### config.mk
export PLATFORM = sky130hd
export DESIGN_NAME = dac_sample_streamer
export DESIGN_NICKNAME = d
export VERILOG_FILES = /design/src/rtl/dac_stream_pkg.sv /design/src/rtl/dac_sync_fifo.sv /design/src/rtl/dac_sample_streamer.sv
export SDC_FILE = /design/constraint.sdc
export NUM_CORES = 1
export LEC_CHECK = 0
export ABC_AREA = 1
export CORE_MARGIN = 2
export CORE_UTILIZATION = 55
export CTS_BUF_LIST = sky130_fd_sc_hd__clkbuf_2
export DETAILED_ROUTE_END_ITERATION = 10
export MAX_ROUTING_LAYER = met4
export PLACE_DENSITY = 0.77
export SETUP_SLACK_MARGIN = 0.3
export SLEW_MARGIN = 20
export SYNTH_ARGS = -nofsm -noshare
export SYNTH_HDL_FRONTEND = slang
export SYNTH_SLANG_ARGS = --single-unit
### constraint.sdc
create_clock -name Bus2IP_Clk -period 2.9 [get_ports Bus2IP_Clk]
set_clock_uncertainty 0.15 [all_clocks]
set_input_delay 0.58 -clock Bus2IP_Clk [delete_from_list [all_inputs] [get_ports Bus2IP_Clk]]
set_output_delay 0.58 -clock Bus2IP_Clk [all_outputs]
set_load 0.01 [all_outputs]
### src/rtl/dac_stream_pkg.sv
// ---------------------------------------------------------------------------
// dac_stream_pkg
// Shared defaults for the DAC sample streamer and the rate-divider helper.
// ---------------------------------------------------------------------------
package dac_stream_pkg;

    localparam int DATA_WIDTH_DEF = 10;
    localparam int DEPTH_LOG2_DEF = 4;
    localparam int DIV_WIDTH_DEF  = 16;

    // A programmed divider of 0 would give a 1-clock period with no room for
    // a data-clock high phase, so it is promoted to 1 (2-clock period).
    function automatic int unsigned eff_div(input int unsigned div);
        return (div == 0) ? 32'd1 : div;
    endfunction

endpackage

### src/rtl/dac_sync_fifo.sv
// ---------------------------------------------------------------------------
// dac_sync_fifo
// Single-clock sample FIFO with push, pop and flush. Occupancy is tracked in
// its own counter so full and empty are unambiguous.
//
// Ports:
//   i_clk, i_rst      clock, synchronous active-high reset
//   i_push, i_data    push request and sample (bit 0 is MSB)
//   i_pop             pop request (ignored when empty)
//   i_flush           drop all contents; beats push and pop
//   o_head            entry at the read pointer
//   o_pop_ok          pop is taking effect this cycle
//   o_push_drop       push refused because the FIFO is full
//   o_level, o_full, o_empty   occupancy status
// ---------------------------------------------------------------------------
module dac_sync_fifo
    import dac_stream_pkg::*;
#(
    parameter int DATA_WIDTH = DATA_WIDTH_DEF,
    parameter int DEPTH_LOG2 = DEPTH_LOG2_DEF
) (
    input  logic                  i_clk,
    input  logic                  i_rst,
    input  logic                  i_push,
    input  logic [0:DATA_WIDTH-1] i_data,
    input  logic                  i_pop,
    input  logic                  i_flush,
    output logic [0:DATA_WIDTH-1] o_head,
    output logic                  o_pop_ok,
    output logic                  o_push_drop,
    output logic [DEPTH_LOG2:0]   o_level,
    output logic                  o_full,
    output logic                  o_empty
);

    localparam int                  DEPTH   = 1 << DEPTH_LOG2;
    localparam logic [DEPTH_LOG2:0] LVL_MAX = (DEPTH_LOG2+1)'(DEPTH);
    localparam logic [DEPTH_LOG2:0] LVL_ONE = 1;
    localparam logic [DEPTH_LOG2-1:0] PTR_ONE = 1;

    logic [0:DATA_WIDTH-1]   r_mem [DEPTH];
    logic [DEPTH_LOG2-1:0]   r_wr_ptr;
    logic [DEPTH_LOG2-1:0]   r_rd_ptr;
    logic [DEPTH_LOG2:0]     r_level;

    logic w_full;
    logic w_empty;
    logic w_pop_ok;
    logic w_push_ok;

    assign w_full    = (r_level == LVL_MAX);
    assign w_empty   = (r_level == '0);
    assign w_pop_ok  = i_pop & ~w_empty & ~i_flush;
    // A pop in the same cycle frees the slot, so a full FIFO still accepts.
    assign w_push_ok = i_push & ~i_flush & (~w_full | w_pop_ok);

    // Storage is deliberately left unreset.
    always_ff @(posedge i_clk) begin
        if (w_push_ok) begin
            r_mem[r_wr_ptr] <= i_data;
        end
    end

    always_ff @(posedge i_clk) begin
        if (i_rst) begin
            r_wr_ptr <= '0;
            r_rd_ptr <= '0;
            r_level  <= '0;
        end else if (i_flush) begin
            r_rd_ptr <= r_wr_ptr;
            r_level  <= '0;
        end else begin
            if (w_push_ok) begin
                r_wr_ptr <= r_wr_ptr + PTR_ONE;
            end
            if (w_pop_ok) begin
                r_rd_ptr <= r_rd_ptr + PTR_ONE;
            end
            if (w_push_ok && !w_pop_ok) begin
                r_level <= r_level + LVL_ONE;
            end else if (w_pop_ok && !w_push_ok) begin
                r_level <= r_level - LVL_ONE;
            end
        end
    end

    assign o_head      = r_mem[r_rd_ptr];
    assign o_pop_ok    = w_pop_ok;
    assign o_push_drop = i_push & ~i_flush & w_full & ~w_pop_ok;
    assign o_level     = r_level;
    assign o_full      = w_full;
    assign o_empty     = w_empty;

endmodule

### src/rtl/dac_sample_streamer.sv
// ---------------------------------------------------------------------------
// dac_sample_streamer
// Buffers samples written over the bus and releases one to the DAC every
// D+1 clocks (D = effective divider), together with a data clock whose
// rising edge falls mid-sample. Reports FIFO level and sticky
// overflow/underrun flags.
//
// Ports:
//   Bus2IP_Clk, Bus2IP_Reset   clock, synchronous active-high reset
//   smp_wr, smp_data           sample push strobe and data (bit 0 is MSB)
//   ctl_enable                 1 = streaming, 0 = paused
//   ctl_div                    output period minus one (0 treated as 1)
//   ctl_flush                  empty the FIFO
//   sts_clr                    clear sticky flags
//   dac_data, dac_dclk         registered DAC bus and data clock
//   fifo_level/full/empty      FIFO occupancy
//   sts_overflow/underrun      sticky error flags
// ---------------------------------------------------------------------------
module dac_sample_streamer
    import dac_stream_pkg::*;
#(
    parameter int DATA_WIDTH = DATA_WIDTH_DEF,
    parameter int DEPTH_LOG2 = DEPTH_LOG2_DEF,
    parameter int DIV_WIDTH  = DIV_WIDTH_DEF
) (
    input  logic                  Bus2IP_Clk,
    input  logic                  Bus2IP_Reset,
    input  logic                  smp_wr,
    input  logic [0:DATA_WIDTH-1] smp_data,
    input  logic                  ctl_enable,
    input  logic [DIV_WIDTH-1:0]  ctl_div,
    input  logic                  ctl_flush,
    input  logic                  sts_clr,
    output logic [0:DATA_WIDTH-1] dac_data,
    output logic                  dac_dclk,
    output logic [DEPTH_LOG2:0]   fifo_level,
    output logic                  fifo_full,
    output logic                  fifo_empty,
    output logic                  sts_overflow,
    output logic                  sts_underrun
);

    localparam logic [DIV_WIDTH-1:0] CNT_ONE = 1;

    logic [DIV_WIDTH-1:0]  r_cnt;
    logic                  r_dclk;
    logic [0:DATA_WIDTH-1] r_dac_data;
    logic                  r_overflow;
    logic                  r_underrun;

    logic [DIV_WIDTH-1:0]  w_div_eff;
    logic                  w_tick;
    logic [0:DATA_WIDTH-1] w_head;
    logic                  w_pop_ok;
    logic                  w_push_drop;
    logic                  w_empty;
    logic                  w_underrun_evt;

    assign w_div_eff = DIV_WIDTH'(eff_div(32'(ctl_div)));
    assign w_tick    = ctl_enable & (r_cnt == w_div_eff);

    dac_sync_fifo #(
        .DATA_WIDTH (DATA_WIDTH),
        .DEPTH_LOG2 (DEPTH_LOG2)
    ) u_fifo (
        .i_clk       (Bus2IP_Clk),
        .i_rst       (Bus2IP_Reset),
        .i_push      (smp_wr),
        .i_data      (smp_data),
        .i_pop       (w_tick),
        .i_flush     (ctl_flush),
        .o_head      (w_head),
        .o_pop_ok    (w_pop_ok),
        .o_push_drop (w_push_drop),
        .o_level     (fifo_level),
        .o_full      (fifo_full),
        .o_empty     (w_empty)
    );

    assign w_underrun_evt = w_tick & w_empty;

    // Rate counter and data clock. The counter wraps at DIV_WIDTH if the
    // divider is lowered below the current count while running.
    always_ff @(posedge Bus2IP_Clk) begin
        if (Bus2IP_Reset) begin
            r_cnt  <= '0;
            r_dclk <= 1'b0;
        end else if (!ctl_enable) begin
            r_cnt  <= '0;
            r_dclk <= 1'b0;
        end else if (w_tick) begin
            r_cnt  <= '0;
            r_dclk <= 1'b0;
        end else begin
            r_cnt <= r_cnt + CNT_ONE;
            if (r_cnt == (w_div_eff >> 1)) begin
                r_dclk <= 1'b1;
            end
        end
    end

    always_ff @(posedge Bus2IP_Clk) begin
        if (Bus2IP_Reset) begin
            r_dac_data <= '0;
        end else if (w_pop_ok) begin
            r_dac_data <= w_head;
        end
    end

    // Set events take priority over a same-cycle clear.
    always_ff @(posedge Bus2IP_Clk) begin
        if (Bus2IP_Reset) begin
            r_overflow <= 1'b0;
            r_underrun <= 1'b0;
        end else begin
            if (w_push_drop) begin
                r_overflow <= 1'b1;
            end else if (sts_clr) begin
                r_overflow <= 1'b0;
            end
            if (w_underrun_evt) begin
                r_underrun <= 1'b1;
            end else if (sts_clr) begin
                r_underrun <= 1'b0;
            end
        end
    end

    assign dac_data     = r_dac_data;
    assign dac_dclk     = r_dclk;
    assign fifo_empty   = w_empty;
    assign sts_overflow = r_overflow;
    assign sts_underrun = r_underrun;

endmodule

---- Word-level counts from Yosys, hierarchy flattened ----
Memory sizes are Yosys's and may differ from the RTL's. A register that Yosys moved wholly into a read port is not among the register bits.
Index checks and enable logic that the tools add are counted.
storage, ports and cells
  register bits after elaboration ......... 32
  RAM bits ................................ 160
  input port bits ......................... 32
  output and inout port bits .............. 20
  word-level logic and storage cells ...... 53
  memories kept ........................... 1
cells by class
  $add $sub $neg .......................... 5
  equal/unequal tests ..................... 3
  muxes and demuxes ....................... 10
  bitwise operators ....................... 14
  reductions and logical operators ........ 13
memory list
  name          depth  bits a word  read ports  clocked after Yosys merged registers in  wr ports  RTL line             RTL
  u_fifo.r_mem  16     10           1           1                                        1         dac_sync_fifo.sv:41  logic [0:DATA_WIDTH-1] r_mem [DEPTH];
operators by type and width
  operator                                          count
  adder 16 x 1 -> 16 bit, second input constant     1
  equality test 16 x 15 -> 1 bit                    1
  equality test 16 bit                              1
  zero test 16 bit                                  1
  two-way mux 16 bit                                1
  two-way mux 5 bit                                 2
  adder 4 x 1 -> 4 bit, second input constant       2
  AND 1 bit                                         8
  two-way mux 4 bit                                 2
  nonzero test 2 bit                                4
  adder 5 x 1 -> 5 bit, second input constant       1
  equality test 5 bit, second input constant        1
  zero test 5 bit                                   1
  two-way mux 1 bit                                 5
  NOT 1 bit                                         5
  subtractor 5 x 1 -> 5 bit, second input constant  1
  OR reduction 3 bit                                1
  logical AND 1 bit                                 2
  zero test 1 bit                                   2
  AND reduction 2 bit                               1
  OR reduction 2 bit                                1
  OR 1 bit                                          1

---- Longest topological paths before layout ----
Gate-level depths: netlist (run 1).
  depth in word-level cells ............... 12
  depth in mapped cells ................... 23

---- Modules after synthesis ----
A second synthesis (run 1) with hierarchy kept.
second synthesis, totals
  cells, all modules ...................... 899
  area, all modules ....................... 9351.5 µm²
by module, submodules not included
  module               instances  cells each  area each (µm²)  seq. area each (µm²)
  dac_sync_fifo        1          666         7677.4           5144.9
  dac_sample_streamer  1          233         1674.1           580.6

---- Worst setup path before layout (run 1) ----
Ideal clock, no wire load.
  path type ............................... input port to flip-flop
  start ................................... in ctl_div[15]
  end ..................................... reg u_fifo.r_level[4] (netlist: u_fifo.o_level[4])
  library setup time ...................... 119 ps
  arrival time ............................ 2825 ps
  required time ........................... 2631 ps
  path slack .............................. -194 ps
  cell stages on the path ................. 20
  buffers on the path ..................... 0
  path through ............................ nor2_1 > nand2_1 > nor2_1 > nand2_1 > nand3_1 > nand3_1 > nor2_1 > nand4_2 > nand2_2 > nand2_4 > inv_1 > ha_1 > inv_1 > ha_1 > nand2_1 > nor2_1 > a211oi_1 > nor2_1 > nor3_1 > nor3_1
between the ends
  cells in the longest elaborated chain, start to end .. 11
  elaborated cells between the ends (all ways) .. 14
  those cells by class .................... eq/ne (1); mux (2); bitwise (5); reduce/logical (6)
ends and longest elaborated chain
  what                          RTL line                   RTL
  from (decl)                   dac_sample_streamer.sv:31  input logic [DIV_WIDTH-1:0] ctl_div,
  zero test 16 bit              dac_stream_pkg.sv:14       return (div == 0) ? 32'd1 : div;
  two-way mux 16 bit (*)        dac_stream_pkg.sv:14
  equality test 16 bit (*)      dac_sample_streamer.sv:60  assign w_tick = ctl_enable & (r_cnt == w_div_eff);
  AND 1 bit (*)                 dac_sample_streamer.sv:60
  AND 1 bit (*) (2 in a row)    dac_sync_fifo.sv:53        assign w_pop_ok = i_pop & ~w_empty & ~i_flush;
  OR 1 bit                      dac_sync_fifo.sv:55        assign w_push_ok = i_push & ~i_flush & (~w_full | w_pop_ok);
  AND 1 bit                     dac_sync_fifo.sv:55
  zero test 1 bit               dac_sync_fifo.sv:81        end else if (w_pop_ok && !w_push_ok) begin
  logical AND 1 bit             dac_sync_fifo.sv:81
  nonzero test 2 bit (no line)  -
  to (signal assigned)          dac_sync_fifo.sv:80        r_level <= r_level + LVL_ONE;
  to (signal assigned)          dac_sync_fifo.sv:82        r_level <= r_level - LVL_ONE;
  to (decl)                     dac_sync_fifo.sv:44        logic [DEPTH_LOG2:0] r_level;
Mark *: on every way between the ends. The rest lies on a longest branch, timed or not.
A chain may end at the register's enable or synchronous reset.

---- Worst setup path after layout (run 1) ----
  start ................................... reg r_cnt[7]
  end ..................................... reg u_fifo.r_level[4] (netlist: u_fifo.o_level[4])
between the ends
  cells in the longest elaborated chain, start to end .. 9
  elaborated cells between the ends (all ways) .. 12
  those cells by class .................... eq/ne (1); mux (1); bitwise (5); reduce/logical (5)
ends and longest elaborated chain
  what                          RTL line                   RTL
  from (decl)                   dac_sample_streamer.sv:45  logic [DIV_WIDTH-1:0] r_cnt;
  from (signal assigned)        dac_sample_streamer.sv:95  r_cnt <= r_cnt + CNT_ONE;
  equality test 16 bit (*)      dac_sample_streamer.sv:60
  AND 1 bit (*)                 dac_sample_streamer.sv:60
  AND 1 bit (*) (2 in a row)    dac_sync_fifo.sv:53
  OR 1 bit                      dac_sync_fifo.sv:55
  AND 1 bit                     dac_sync_fifo.sv:55
  zero test 1 bit               dac_sync_fifo.sv:81
  logical AND 1 bit             dac_sync_fifo.sv:81
  nonzero test 2 bit (no line)  -
Marked as above.

==> results of run 1 <==
## routing by layer
layer / global-route usage, % / routed length [um] / vias up
met5: - / 0 / -
met1: 32.5 / 8910 / 3210
met2: 42.1 / 11300 / 291
met4: 9.48 / 552 / 0
li1: - / - / 3167
met3: 5.05 / 1670 / 50
## repair_timing
item                       CTS  global route
buffers inserted             9             5
gates resized for setup     31            45
hold endpoints to repair     0             0
setup endpoints to repair   42           165
gates cloned                 2             5
hold buffers                 0             0
pin swaps                   11             6
## sequential cells by signal, summed over array words and instances (netlist names)
register	cells
u_fifo.o_level	5
dac_dclk	1
dac_data	10
r_cnt	16
sts_overflow	1
u_fifo.r_rd_ptr	4
sts_underrun	1
u_fifo.r_wr_ptr	4
u_fifo.r_mem	160
## worst register-to-register path, delay by kind of cell, from the launching register on
| kind | cells | cell delay [ps] |
|---|---|---|
| AO/OA/AOI/OAI | 1 | 220 |
| buffers and inverters | 2 | 110 |
| AND/OR/NAND/NOR | 11 | 1400 |
| XOR/XNOR | 1 | 130 |
| flip-flops | 1 | 370 |
| adder cells (fa/ha/maj) | 2 | 380 |
## layout make-up
class | count | area [um^2] | share of cell area (%)
inverters | 95 | 364 | 3.24
clock buffers | 73 | 365 | 3.25
well taps | 216 | 270 | 2.40
multi-input cells | 469 | 3060 | 27.2
repair buffers | 133 | 1390 | 12.3
flip-flops and latches | 202 | 5660 | 50.3
clock inverters | 21 | 145 | 1.29
diodes | 1 | 2.50 | 0.0222
## path summary, 6_finish.rpt
| kind | depth (start not counted) | slack [ps] | startpoint | to |
|---|---|---|---|---|
| setup / recovery | 17 | 30 | r_cnt[7]$_SDFF_PP0_ | u_fifo.o_level[4]$_SDFFE_PP0P_ |
| hold / removal | 4 | 290 | sts_clr | sts_underrun$_SDFFE_PP0P_ |
| setup reg to reg | 17 | 30 | r_cnt[7]$_SDFF_PP0_ | u_fifo.o_level[4]$_SDFFE_PP0P_ |
| hold reg to reg | 2 | 310 | dac_dclk$_SDFFE_PP0N_ | dac_dclk$_SDFFE_PP0N_ |
## power breakdown
part	switching, uW	total [uW]	internal [uW]
registers	24.2	3160	3140
clock network	1140	2010	866
logic	287	509	222
## Yosys cell counts, drive strengths merged
master / number / area, um^2
nand3: 21 / 105
o21ai: 77 / 385
nand4: 5 / 43.8
nor3: 22 / 115
o211ai: 40 / 300
a211oi: 5 / 37.5
nor3b: 7 / 52.6
inv: 93 / 349
or2: 4 / 25.0
buf: 14 / 72.6
o2111ai: 3 / 26.3
nor4: 3 / 25.0
ha: 10 / 125
a2111oi: 2 / 17.5
a221oi: 1 / 8.76
and2: 1 / 6.26
nor2: 72 / 288
a21oi: 55 / 279
mux2i: 40 / 400
clkinv: 2 / 7.51
nand3b: 2 / 18.8
fa: 1 / 20.0
o22ai: 2 / 12.5
xor2: 11 / 96.3
o31ai: 1 / 7.51
edfxtp: 160 / 4800
dfxtp: 42 / 841
xnor2: 7 / 61.3
clkbuf: 22 / 83.8
nand2: 77 / 302
## metrics by stage
stage          instances  util (%)  setup WS (ps)
2_1_floorplan        802         -           94.9
3_3_place_gp        1094      65.2           -547
3_5_place_dp        1094      65.2           -668
4_1_cts             1199      69.4           59.4
5_1_grt             1210      70.8           -159
6_report            1210      70.8           29.2
## cells by family (layout without fill, tap and decap cells)
logic type	Yosys count	in the layout	synth area share [%]
other cells	0	1	0
simple gates	214	214	11.0
compound gates	186	186	12.1
buf+inv	131	322	5.75
mux	40	40	4.49
flops	202	202	63.3
xor+xnor	18	18	1.77
fa+ha+maj	11	11	1.63
==> metrics.csv, run 1 <==
metric,value,unit
status,completed,
path_delay_family,simple AND/OR/NAND/NOR gates,
drive_gt1_share,23.1,%
grt_max_degree,56,
drt_iter0_drc,625,
hp-class,input pin to flop,
worst-path-buf-inv,2,
grt_usage,25.9,%
crit_chain,xor2_1 -> nor2_1 -> nand4_1 -> nor3_2 -> nand4_2 -> nand2_2 -> nand2_4 -> inv_4 -> ha_4 -> inv_6 -> ha_4 -> nand2_1 -> nor2_1 -> a211oi_2 -> nor2_1 -> nor3_1 -> nor3_1,
area_growth,26.2,%
cap_violations,0,
wirelength,22.5,mm
max_stage_delay,370,ps
finalNetCount,994,
port_buffers,51,
start_util,56.1,%
grt_overflow_total,0,
clkTransAtPathRegs,110,ps
final_cell_mix,"edfxtp_1, inv_1, o21ai_0, nand2_1, clkbuf_2",
place_congestion,0.889,
ys_seq_area_share,63.3,%
synth.distinct_cells,44,
hpwl,13.6,mm
fp.coreArea,15900,um^2
hold_viol,0,
num_vias,6718,
worstSetupEndpointType,flop,
pwr_density_cell,505,nW/um^2
hold_ws,289,ps
cts_made_buffers,50,
pin_count,52,
cts_tree,built,
synth_area_per_cell,11.1,um^2
leakagePower,0.00419,uW
die_w,131,um
finalCritPeriodShare,99.0,%
setup_viol,0,
setup_tns,0,ps
clockRootBuffer,clkbuf_2,
start_kind,flop,
postRouteAntennaNets,0,
clock_sinks,202,
antenna_found_initial,1,
max_freq,348,MHz
required,3440,ps
ys_warn_count,0,
fill_cells,1125,
num_rows,46,
route.detailed.drc,0,
fp.dieH,131,um
detail_route.wl_per_cell,18.6,um
synth_area,8920,um^2
vias_per_cell,5.55,
critPathArrivalTime,3410,ps
min_period,2870,ps
timing.slew.headroom,55.4,%
finalInstanceArea,11300,um^2
dr.pass1.iters,5,
grt_pass1_wl,34.1,mm
synth_nets,845,
slowest_stage,dfxtp_4,
synth_cells,802,
ir_drop,0.000369,V
final_common_cell,edfxtp_1,
crit_fanout,4,
grt_pass1_vias,6658,
worst_path_most_repeated_cell,nor2_1,
worst_pin_slew,667,ps
drv_slew,0,
place_area,10400,um^2
cts_buffer_depth,3,
die_area,17200,um^2
cts.htree.levels,2,
clkLatencyLatePin,820,ps
p_total,5680,uW
path_class,flop to flop,
rsz0062_at_grt,true,
synth-seq-cells,202,
Power figures use the tool's default switching activity.
==> run 2, diff against run 1 <==
--- a/config.mk
+++ b/config.mk
@@ -7,12 +7,13 @@
 export LEC_CHECK = 0
 export ABC_AREA = 1
 export CORE_MARGIN = 2
-export CORE_UTILIZATION = 55
+export CORE_UTILIZATION = 56
 export CTS_BUF_LIST = sky130_fd_sc_hd__clkbuf_2
 export DETAILED_ROUTE_END_ITERATION = 10
 export MAX_ROUTING_LAYER = met4
-export PLACE_DENSITY = 0.77
+export PLACE_DENSITY = 0.86
 export SETUP_SLACK_MARGIN = 0.3
+export SKIP_LAST_GASP = 1
 export SLEW_MARGIN = 20
 export SYNTH_ARGS = -nofsm -noshare
 export SYNTH_HDL_FRONTEND = slang
==> run 2 against run 1 <==
- non-clock buffer count shrank 4
- sequential share of layout area up 1.1 points
- worst hold slack lost 140 ps
- first-iteration DRC count is 21% higher
- die area down 1.7%
- sequential power barely moved
- global-route usage shrank 0.61 points
- critical path type is now input pin to flop
==> metrics.csv, run 2 (synthesis gave the netlist of run 1 again) <==
metric,value,unit,change
status,completed,,
cap_violations,0,,unchanged
max_stage_delay,530,ps,+160 ps
wirelength,21.5,mm,-4.2%
min_period,2850,ps,-25.7 ps
worst_pin_slew,736,ps,+68.3 ps
grt_max_degree,64,,+14%
crit_fanout,4,,unchanged
registers.top_by_ff_count,u_fifo.r_mem,,
cts-hold-fix-buffers,0,,unchanged
detail_route.wl_per_cell,17.9,um,-3.6%
clkTransAtPathRegs,90,ps,-20 ps
fill_cells,1053,,-6.4%
clockRootBuffer,clkbuf_2,,
reg2reg_depth,17,,unchanged
worstSetupEndpointType,flop,,
cts_tree,built,,
slowest_stage,clkdlybuf4s50_1,,
drv_slew,0,,unchanged
finalCritPeriodShare,98.1,%,-0.89 points
cts_made_buffers,49,,-2.0%
hold_viol,0,,unchanged
required,3410,ps,-30 ps
grt_usage,25.3,%,-0.61 points
final_common_cell,edfxtp_1,,
critPathArrivalTime,3350,ps,-60 ps
min_path_cells,4,,unchanged
postRouteAntennaNets,0,,unchanged
hold_ws,145,ps,-145 ps
antenna_found_initial,1,,unchanged
area_growth,23.6,%,
drt_iter0_drc,756,,+21%
path_class,input pin to flop,,
final_cells,1202,,-0.66%
start_util,56.8,%,+0.62 points
timing.slew.headroom,51.0,%,-4.4 points
cts_buffer_depth,3,,unchanged
pin_count,52,,unchanged
p_total,5580,uW,-1.8%
num_vias,6652,,-0.98%
cts.htree.levels,2,,unchanged
fin_ws,54.9,ps,+25.7 ps
route.detailed.drc,0,,unchanged
rsz0062_at_grt,true,,
grt_pass1_vias,6386,,-4.1%
num_rows,46,,unchanged
largest_register_ffs,160,,unchanged
hpwl,13.4,mm,-1.6%
final_cell_mix,"edfxtp_1, inv_1, clkbuf_2, o21ai_0, nand2_1",,
dpl.cell_count,1102,,+0.73%
dr.pass1.iters,5,,unchanged
fp.coreArea,15700,um^2,-1.1%
leakagePower,0.00419,uW,about the same
setup_viol,0,,unchanged
hp-class,input pin to flop,,
drive_gt1_share,23.4,%,+0.29 points
vias_per_cell,5.53,,-0.32%
worst_path_most_repeated_cell,nand2_1,,
crit_chain,clkdlybuf4s50_1 -> nor2_4 -> nand2_1 -> nor2_1 -> nand2_1 -> nand2_1 -> nand2_1 -> nand4_1 -> nor3_2 -> nand4_2 -> nand2_2 -> nand2_4 -> inv_4 -> ha_4 -> inv_4 -> ha_4 -> nand2_2 -> nor2_1 -> a211oi_2 -> nor2_1 -> nor3_1 -> nor3_1,,
die_w,130,um,-0.87%
fp.dieH,130,um,-0.87%
start_kind,input pin,,
place_congestion,0.920,,+3.4%
pwr_density_cell,506,nW/um^2,+0.29%
ir_drop,0.000294,V,-20%
grt_pass1_wl,31.5,mm,-7.6%
grt_overflow_total,0,,unchanged
port_buffers,51,,unchanged
clock_sinks,202,,unchanged
clkLatencyLatePin,850,ps,+30 ps
max_freq,351,MHz,+0.90%
finalNetCount,989,,-0.50%
dp_slack,-598,ps,+69.7 ps
die_area,16900,um^2,-1.7%
## run 2: cell count changes in the layout (fill, tap and decap cells not counted), moves of 3 or more
cell and delta:
buf_12 -8, buf_4 +16, buf_6 -13, clkbuf_2 +6
clkdlybuf4s50_1 -8, clkinv_1 -6, clkinv_2 -4, dfxtp_1 -3
dlymetal6s2s_1 +9, inv_2 +3
## run 2: final cells by class
type / count / area (um^2) / area share [%]
inverters: 95 / 362 / 3.28
repair buffers: 129 / 1190 / 10.8
well taps: 216 / 270 / 2.45
clock buffers: 79 / 395 / 3.59
multi-input cells: 469 / 3050 / 27.7
flip-flops and latches: 202 / 5670 / 51.4
clock inverters: 11 / 78.8 / 0.715
diodes: 1 / 2.50 / 0.0227
## run 2: path summary, 6_finish.rpt
check	startpoint	to	slack [ps]
worst max register to register	r_cnt[10]$_SDFF_PP0_	u_fifo.o_level[4]$_SDFFE_PP0P_	70
worst max-delay path	ctl_div[12]	u_fifo.o_level[4]$_SDFFE_PP0P_	50
worst min register to register	dac_dclk$_SDFFE_PP0N_	dac_dclk$_SDFFE_PP0N_	310
worst min-delay path	ctl_div[7]	dac_dclk$_SDFFE_PP0N_	140
## run 2: timing repair
item	CTS	global route
gates resized for setup	14	40
setup buffers	3	2
cloned	0	4
pin swaps	6	3
endpoints found under the setup margin	25	80
## run 2: worst max-delay path, delay by kind of cell
kind	cells	cell delay, ps
AOI/OAI and AO/OA	1	190
adders and majority gates	2	380
and+or+nand+nor	16	1530
buffers and inverters	3	650
## run 2: power by group
part | leakage (uW) | internal [uW] | switching (uW)
combinational | 0.00204 | 199 | 274
sequential | 0.00179 | 3140 | 30.5
clock | 0.000368 | 812 | 1130
total | 0.00419 | 4150 | 1430
## run 2: through the flow
step	TNS [ps]	util [%]	area (um^2)
after floorplan	0	-	9120
after global placement	-40930	65.8	10300
after detailed placement	-48830	65.8	10300
after CTS	0	69.1	10900
after global routing	-99.2	70.1	11000
final	0	70.1	11000
## run 2: routing by layer
layer	global-route usage [%]	wire, um
met5	-	0
met4	12.0	667
met3	5.29	1740
met2	41.3	10700
met1	30.1	8380
==> run 3, diff against run 2 <==
--- a/config.mk
+++ b/config.mk
@@ -6,6 +6,7 @@
 export NUM_CORES = 1
 export LEC_CHECK = 0
 export ABC_AREA = 1
+export CORE_ASPECT_RATIO = 0.6
 export CORE_MARGIN = 2
 export CORE_UTILIZATION = 56
 export CTS_BUF_LIST = sky130_fd_sc_hd__clkbuf_2
==> run 3 against run 2 <==
- sequential power barely moved
- clock power fell by 6%
- sequential share of layout area fell by 1.4 points
- worst hold slack improved by 160 ps
==> metrics.csv, run 3 (synthesis gave the netlist of run 1 again) <==
metric,value,unit,change
area_growth,27.2,%,
hold_viol,0,,unchanged
grt_pass1_wl,33.8,mm,+7.5%
status,completed,,
drv_slew,0,,unchanged
min_period,2760,ps,-87.8 ps
crit_fanout,4,,unchanged
port_buffers,51,,unchanged
critPathLaunch,ctl_div[1],,
final_common_cell,edfxtp_1,,
crit_chain,clkdlybuf4s50_1 -> nor2_1 -> nand2_1 -> nor2_1 -> nand2_1 -> nand2_1 -> nand2_1 -> nand4_1 -> nor3_2 -> nand4_4 -> nand2_4 -> nand2_4 -> inv_4 -> ha_4 -> inv_4 -> ha_4 -> nand2_1 -> nor2_2 -> a211oi_2 -> nor2_1 -> nor3_1 -> nor3_1,,
rsz0062_at_grt,true,,
fp.dieH,102,um,-22%
worst_path_most_repeated_cell,nand2_1,,
antenna_found_initial,2,,+1
start_util,57.7,%,+0.93 points
clockRootBuffer,clkbuf_2,,
pwr_density_cell,486,nW/um^2,-4.1%
leakagePower,0.00429,uW,+2.4%
finalNetCount,1010,,+2.1%
num_rows,35,,-24%
final_cell_mix,"edfxtp_1, inv_1, o21ai_0, nand2_1, clkbuf_2",,
place_congestion,0.966,,+5.0%
die_area,17000,um^2,+0.19%
die_w,167,um,+28%
clkTransAtPathRegs,100,ps,about the same
detail_route.wl_per_cell,19.4,um,+8.4%
worst_pin_slew,750,ps,+14.8 ps
drt_iter0_drc,690,,-8.7%
hpwl,14.9,mm,+12%
cts_made_buffers,45,,-8.2%
dp_slack,-685,ps,-86.1 ps
path_delay_family,simple AND/OR/NAND/NOR gates,,
grt_usage,26.9,%,+1.7 points
hold_ws,307,ps,+162 ps
cts_tree,built,,
setup_tns,0,ps,unchanged
num_vias,6892,,+3.6%
start_kind,input pin,,
ir_drop,0.000394,V,+34%
dpl.cell_count,1097,,-0.45%
fp.coreArea,15500,um^2,-1.6%
worst-path-buf-inv,3,,unchanged
wirelength,23.4,mm,+8.6%
reg2reg_from,r_cnt[13]$_SDFF_PP0_,,
clkLatencyLatePin,810,ps,-40 ps
route.detailed.drc,0,,unchanged
max_stage_delay,480,ps,-50 ps
postRouteAntennaNets,0,,unchanged
vias_per_cell,5.72,,+3.4%
finalCritPeriodShare,95.1,%,-3.0 points
cts.htree.levels,2,,unchanged
hp-class,input pin to flop,,
fin_ws,143,ps,+87.8 ps
final_cells,1204,,+0.17%
dr.pass1.iters,5,,unchanged
cts_buffer_depth,3,,unchanged
required,3420,ps,about the same
path_class,input pin to flop,,
clock_sinks,202,,unchanged
grt_pass1_vias,6274,,-1.8%
largest_register_ffs,160,,unchanged
critPathArrivalTime,3270,ps,-80 ps
grt_overflow_total,0,,unchanged
pin_count,52,,unchanged
worstSetupEndpointType,flop,,
slowest_stage,clkdlybuf4s50_1,,
cts-hold-fix-buffers,0,,unchanged
cap_violations,0,,unchanged
drive_gt1_share,24.9,%,+1.6 points
grt_max_degree,44,,-31%
registers.top_by_ff_count,u_fifo.r_mem,,
max_freq,363,MHz,+3.2%
timing.slew.headroom,49.9,%,-1.0 points
setup_viol,0,,unchanged
hp-start,ctl_div[7],,
-- run 3: cell types whose count changed in the layout (fill, tap and decap cells not counted), moves of 4 or more --
| cell | change |
|---|---|
| buf_12 | +7 |
| buf_6 | +22 |
| clkbuf_2 | -11 |
| clkdlybuf4s50_1 | -6 |
| dlygate4sd2_1 | +9 |
| dlymetal6s2s_1 | -4 |
| nor2_1 | -4 |
| nor2_2 | +5 |
-- run 3: report_power, final --
part / switching, uW / total (uW) / leakage, uW / internal, uW
logic: 298 / 523 / 0.00219 / 225
registers: 19.8 / 3160 / 0.00179 / 3140
clock network: 1120 / 1830 / 0.000316 / 712
total: 1430 / 5510 / 0.00429 / 4070
-- run 3: worst min-delay path, stage by stage --
cell,delay (ps)
dlymetal6s2s_1,150
buf_4,140
a221oi_1,70
nand4_1,160
a21oi_1,80
-- run 3: repair_timing --
item | 4_1_cts | 5_1_grt
pin swaps | 8 | 8
hold endpoints to repair | 0 | 0
gates cloned | 0 | 5
gates resized for setup | 38 | 65
setup buffers | 8 | 13
endpoints found under the setup margin | 19 | 130
-- run 3: metal layers --
layer	GRT usage [%]	routed length [um]
met4	6.63	240
met1	39.6	10600
met5	-	0
met2	36.2	10100
met3	8.40	2440
-- run 3: final timing paths --
kind,end,slack (ps),cells after the start
worst min-delay path,dac_dclk$_SDFFE_PP0N_,310,5
worst min register to register,dac_dclk$_SDFFE_PP0N_,320,2
worst max register to register,u_fifo.o_level[4]$_SDFFE_PP0P_,180,19
worst max-delay path,u_fifo.o_level[4]$_SDFFE_PP0P_,140,22
-- run 3: final cells by class --
cell class	instances	area, um^2
flip-flops and latches	202	5670
diodes	2	5.00
multi-input cells	469	3080
well taps	203	254
repair buffers	154	1550
inverters	95	362
clock buffers	68	340
clock inverters	11	77.6
fillers	1053	4120
-- run 3: metrics by stage --
stage          cell area (um^2)  util, %  power (uW)
6_report                  11300     73.4        5510
5_1_grt                   11300     73.4        5720
4_1_cts                   11000     71.0        5470
3_5_place_dp              10400     67.6        3690
3_3_place_gp              10400     67.6        3680
2_1_floorplan              9120        -        3470
